## config.mk

```make
export PLATFORM = sky130hd
export DESIGN_NAME = switchs
export DESIGN_NICKNAME = d
export VERILOG_FILES = /design/src/rtl/switchs.sv
export SDC_FILE = /design/constraint.sdc
export NUM_CORES = 1
export LEC_CHECK = 0
export ABC_AREA = 1
export BUFFER_PORTS_ARGS = -buffer_cell sky130_fd_sc_hd__buf_2
export CORE_AREA = 3 3 183 185
export DETAILED_ROUTE_END_ITERATION = 8
export DIE_AREA = 0 0 186 188
export GPL_ROUTABILITY_DRIVEN = 0
export PLACE_DENSITY = 0.76
export SYNTH_ARGS = -nofsm -noshare
export SYNTH_HDL_FRONTEND = slang
export SYNTH_SLANG_ARGS = --single-unit
```

## constraint.sdc

```tcl
create_clock -name switch_clk -period 1.8 [get_ports switch_clk]
set_input_delay 0 -clock switch_clk [delete_from_list [all_inputs] [get_ports switch_clk]]
set_output_delay 0 -clock switch_clk [all_outputs]
set_load 0.05 [all_outputs]
```

## src/rtl/switchs.sv

```systemverilog
// switchs: memory-mapped input block for 16 slide switches and 5 push buttons.
// Every raw pad bit passes through a 2-flop synchronizer and its own debouncer.
// The CPU reads the debounced switch levels, the debounced button levels, or the
// sticky button-press flags. The press flags clear when they are read.
//
// Ports:
//   switch_clk   block clock, rising edge
//   switchrst    synchronous active-high reset
//   switchcs     block select from memorio decode
//   switchread   read enable
//   switchaddr   00 switches, 01 button levels, 10 press flags, 11 reserved
//   switch_i     raw slide switches (asynchronous)
//   button_i     raw push buttons, active-high (asynchronous)
//   switchrdata  combinational read data
module switchs #(
  parameter int unsigned DEBOUNCE_CYCLES = 50000
) (
  input  logic        switch_clk,
  input  logic        switchrst,
  input  logic        switchcs,
  input  logic        switchread,
  input  logic [1:0]  switchaddr,
  input  logic [15:0] switch_i,
  input  logic [4:0]  button_i,
  output logic [15:0] switchrdata
);

  localparam int unsigned NBITS = 21;
  localparam int unsigned CW    = $clog2(DEBOUNCE_CYCLES + 1);
  localparam logic [CW-1:0] CNT_LAST = CW'(DEBOUNCE_CYCLES - 1);

  logic [NBITS-1:0] sync1;
  logic [NBITS-1:0] sync2;
  logic [NBITS-1:0] stable;
  logic [NBITS-1:0] stable_nxt;
  logic [CW-1:0]    cnt     [NBITS];
  logic [CW-1:0]    cnt_nxt [NBITS];
  logic [4:0]       press;
  logic [4:0]       press_set;
  logic [4:0]       press_clr;
  logic             rd_en;

  // Next-state for the debouncers is computed combinationally so that the
  // press flags can see a stable rise on the same edge it happens.
  always_comb begin
    stable_nxt = stable;
    for (int unsigned i = 0; i < NBITS; i++) begin
      cnt_nxt[i] = '0;
      if (sync2[i] != stable[i]) begin
        if (cnt[i] == CNT_LAST) begin
          stable_nxt[i] = sync2[i];
          cnt_nxt[i]    = '0;
        end else begin
          cnt_nxt[i] = cnt[i] + CW'(1);
        end
      end
    end
  end

  assign rd_en     = switchcs && switchread;
  assign press_set = stable_nxt[20:16] & ~stable[20:16];
  assign press_clr = (rd_en && (switchaddr == 2'b10)) ? '1 : '0;

  always_ff @(posedge switch_clk) begin
    if (switchrst) begin
      sync1  <= '0;
      sync2  <= '0;
      stable <= '0;
      press  <= '0;
      for (int unsigned i = 0; i < NBITS; i++) begin
        cnt[i] <= '0;
      end
    end else begin
      sync1  <= {button_i, switch_i};
      sync2  <= sync1;
      stable <= stable_nxt;
      // Set has priority over the read-clear on a per-bit basis.
      press  <= (press & ~press_clr) | press_set;
      for (int unsigned i = 0; i < NBITS; i++) begin
        cnt[i] <= cnt_nxt[i];
      end
    end
  end

  always_comb begin
    switchrdata = '0;
    if (rd_en) begin
      case (switchaddr)
        2'b00:   switchrdata = stable[15:0];
        2'b01:   switchrdata = {11'b0, stable[20:16]};
        2'b10:   switchrdata = {11'b0, press};
        default: switchrdata = '0;
      endcase
    end
  end

endmodule
```

After elaboration in Yosys (flattened, before gate mapping)
Memory sizes are Yosys's and may differ from the RTL's.
Cells that the tools add are included.
- input bits: 27
- logic and storage cells: 210
- output and inout bits: 16
- register bits: 68
- bits in writable memories: 336
- memories kept: 1
- bitwise logic cells: 26
- add/subtract/negate cells: 21
- equal/unequal tests: 44
- reductions and logical operators: 19
- muxes and demuxes: 79
- memories (memory ; depth ; width ; rd ports ; clocked after Yosys merged registers in ; write ports ; line ; source):
    cnt ; 21 ; 16 ; 21 ; 0 ; 21 ; 36 ; logic [CW-1:0] cnt [NBITS];
- operators with widths (cell ; count):
    $mux W16 ; 64
    $add A16 B1 Y16 const B ; 21
    $eq A16 B16 Y1 const B ; 21
    $pmux W16 S3 ; 1
    $reduce_and A2 Y1 ; 16
    $ne A1 B1 Y1 ; 21
    $or A1 B1 Y1 ; 21
    $mux W1 ; 13
    $and A5 B5 Y5 ; 2
    $not A5 Y5 ; 2
    $mux W5 ; 1
    $or A5 B5 Y5 ; 1
    $eq A2 B1 Y1 const B ; 1
    $eq A2 B2 Y1 const B ; 1
    $logic_and A1 B1 Y1 ; 2
    $logic_not A2 Y1 ; 1

Logic depth before layout (Yosys ltp)
- depth in word-level cells: 6
- gate-level depth with buffers: 9
- depth with buffers taken out: 9

Least setup slack after synthesis
Ideal clock, no wire load.
- path type: reg-to-output
- start point: register stable[10]
- end point: output switchrdata[10]
- data required time: 1800 ps
- cell stages (with the launch flop): 3
- arrival: 1465 ps
- buffers on the path: 0
- setup slack: 335 ps
- path through: dfxtp_1 -> inv_1 -> nor3_1
- longest elaborated chain between the ends: 2
- ends and longest elaborated chain (what ; line ; source):
    start: declaration ; 34 ; logic [NBITS-1:0] stable;
    start signal: assignment ; 76 ; stable <= stable_nxt;
    $pmux W16 S3 ; 88 ; case (switchaddr)
    $mux W16 ; 87 ; if (rd_en) begin
    end: declaration ; 25 ; output logic [15:0] switchrdata
Every way passes these cells.

Worst setup path after layout
- start point: register stable[0]
- end point: output switchrdata[0]
The elaborated chain is that of the path after synthesis.

==> load_flow_metrics.sql <==
INSERT INTO impl_metrics (metric_group, metric, value, unit) VALUES
('clock_tree', 'clock_tree.buffer_depth', '3', ''),
('worst_setup_path', 'critPathArrivalTime', '1.63', 'ns'),
('logic_synthesis', 'syn_warnings', '0', ''),
('floorplanning', 'num_rows', '66', ''),
('timing', 'worstMarginPinSlew', '0.6470', 'ns'),
('logic_synthesis', 'syn_inst', '2795', ''),
('worst_setup_path', 'rr_worst_depth', '8', ''),
('placement', 'dpl.hpwl', '28120', 'um'),
('final_layout', 'drive_above_1_share', '6.021', '%'),
('drt', 'post_drt_via_cell_ratio', '5.210', ''),
('worst_setup_path', 'worstPathRequired', '1.80', 'ns'),
('global_routing', 'first_pass_grt_wire_length', '69850', 'um'),
('clock_tree', 'tritoncts', 'done', ''),
('clock_tree', 'cts_root_buffer', 'clkbuf_16', ''),
('floorplanning', 'design.core.area', '0.03221', 'mm^2'),
('drt', 'met1_length', '18260', 'um'),
('clock_tree', 'postCtsSetupBuffers', '0', ''),
('floorplanning', 'floorplan.initialDensity', '59.36', '%'),
('floorplanning', 'chipWidth', '186', 'um'),
('final_layout', 'antenna-diode-count', '0', ''),
('timing', 'skew', '0.01340', 'ns'),
('global_routing', 'globalRoute.totalOverflow', '0', ''),
('pwr', 'cellPowerDensity', '875.9', 'mW/mm^2'),
('drt', 'postRouteAntennaNets', '0', ''),
('timing', 'clock.fmax', '0.6140', 'GHz'),
('pwr', 'p_total', '18.86', 'mW'),
('timing', 'slew_violations', '0', ''),
('logic_synthesis', 'synth_async_sr_flop_share', '0', '%'),
('min_path', 'min-delay-start', 'switchaddr[0]', ''),
('worst_setup_path', 'endpoint_kind', 'primary output', ''),
('logic_synthesis', 'netlist_top_cells_area', 'dfxtp_1, nand2_1, nor2_1', ''),
('global_routing', 'initial_antenna_violation_count', '0', ''),
('drt', 'drt-pass1-iter-count', '6', ''),
('worst_setup_path', 'ff2ff_setup_slack', '0.21', 'ns'),
('drt', 'met2_wirelength', '19060', 'um'),
('placement', 'placed_cells', '3222', ''),
('final_layout', 'final_design_area_no_fill', '0.02153', 'mm^2'),
('worst_setup_path', 'cpMaxStageDelayCell', 'dfxtp_1', ''),
('global_routing', 'first_global_vias', '16352', ''),
('clock_tree', 'clock_tree.htree_level_count', '2', ''),
('worst_setup_path', 'slowest_stage_delay_on_critical_path', '0.34', 'ns'),
('outcome', 'run_status', 'finished, final reports clean', ''),
('logic_synthesis', 'post-synth-top-count-cell', 'nand2_1', ''),
('drt', 'detail_route.drc_violations', '0', ''),
('timing', 'fin_setup_tns', '0', 'ns'),
('worst_setup_path', 'critical_path.startpoint', 'stable[0]', ''),
('timing', 'timing.final.hold_violations', '0', ''),
('worst_setup_path', 'crit_chain', 'inv_1, o211ai_1, nand2_1, inv_1, buf_2', ''),
('clock_tree', 'clkSinkCount', '404', ''),
('drt', 'topRoutingLayerUsed', 'met4', ''),
('floorplanning', 'die_area', '0.03497', 'mm^2'),
('timing', 'layout_setup_ws', '0.1712', 'ns'),
('pwr', 'leakage_power', '7.305', 'nW'),
('worst_setup_path', 'timing_worst_setup_path_type', 'reg2out', ''),
('logic_synthesis', 'synth-edff-count', '0', ''),
('floorplanning', 'fp.dieH', '188', 'um'),
('clock_tree', 'cts_inserted_buffers', '44', ''),
('timing', 'timing.final.setup_violations', '0', ''),
('drt', 'detailroute.wirelength.met3', '1656', 'um'),
('timing', 'max_slew_margin', '56.54', '%'),
('pwr', 'peakVddDrop', '796.3', 'uV'),
('timing', 'rsz0062_at_grt', 'false', ''),
('final_layout', 'area_delta_synth_final', '12.62', '%'),
('clock_tree', 'worstSkewPairLatency', '0.53', 'ns'),
('worst_setup_path', 'path_common_cell', 'inv_1', ''),
('timing', 'period_share', '90.49', '%'),
('placement', 'place_ws', '0.1888', 'ns'),
('final_layout', 'final_nets', '2938', ''),
('floorplanning', 'boundaryPins', '43', ''),
('logic_synthesis', 'ys_seq_elements', '404', ''),
('logic_synthesis', 'synthDistinctLibCells', '33', '');
[stage by stage]
step	hold slack [ns]	utilization, %
after detailed placement	0.2074	61.12
after floorplan	0.1070	-
final	0.07915	66.85
after global placement	0.1990	61.12
after global routing	0.1566	66.85
after CTS	0.06538	66.83
[critical path: cells and delay by family, from the launching register on]
kind            cells  cell delay (ns)
compound gates      1             0.18
flops               1             0.34
simple gates        1             0.13
buf+inv             3             0.44
[flip-flops by register name, summed over array words and instances, names as in the netlist]
signal	count
press	5
cnt	336
sync1	21
stable	21
sync2	21
[power by group]
| group | internal (mW) | switching (mW) |
|---|---|---|
| clock | 5.90 | 3.60 |
| sequential | 9.00 | 0.0289 |
| combinational | 0.130 | 0.200 |
| total | 15.0 | 3.83 |
[cell families after synthesis]
logic type                 synth area share, %
and+or+nand+nor                          35.26
buffers and inverters                    8.777
DFF                                      42.31
AOI/OAI and AO/OA                        7.193
xor gates and xnor gates                 5.086
adders and majority gates                1.375
[timing repair]
action,4_1_cts,5_1_grt
hold buffers,30,0
setup endpoints to repair,0,1
resized for setup,0,1
hold endpoints to repair,42,0
[cell type report]
| type | count | area [um^2] | share of cell area (%) |
|---|---|---|---|
| Clock inverter | 22 | 326.6 | 1.517 |
| Clock buffer | 57 | 1211 | 5.626 |
| Tap cell | 408 | 510.5 | 2.371 |
| Inverter | 382 | 1434 | 6.661 |
| Multi-Input combinational cell | 1977 | 9355 | 43.46 |
| Timing Repair Buffer | 81 | 603.1 | 2.801 |
| Sequential cell | 404 | 8088 | 37.57 |
[cell usage in the layout, fill, tap and decap left out, types with 30 or more instances in the layout]
cell / Yosys / routed
clkbuf_16: 0 / 45
xor2_1: 70 / 70
nand4_1: 125 / 125
o21ai_0: 63 / 63
nor2_1: 576 / 576
dlygate4sd3_1: 0 / 30
nand2_1: 581 / 581
nor3_1: 42 / 42
dfxtp_1: 404 / 404
a21oi_1: 185 / 185
buf_2: 9 / 42
xnor2_1: 41 / 41
nand3_1: 190 / 190
inv_1: 380 / 380
[how the worst max path moves through the flow]
stage / endpoint / slack [ns] / cells past startpoint
6_report: switchrdata[0] / 0.17 / 5
5_1_grt: cnt[0][102] / 0.03 / 6
4_1_cts: cnt[2][8] / 0.15 / 8
3_5_place_dp: cnt[2][8] / 0.19 / 8
3_3_place_gp: cnt[2][11] / 0.26 / 8
2_1_floorplan: switchrdata[10] / 0.34 / 2
[layer usage]
metal	track usage, %	vias up
met5	0	-
met4	5.930	0
met3	3.356	82
met2	40.16	339
met1	29.13	7871
li1	-	9061
Note: power is estimated with default switching activity, not from simulation.
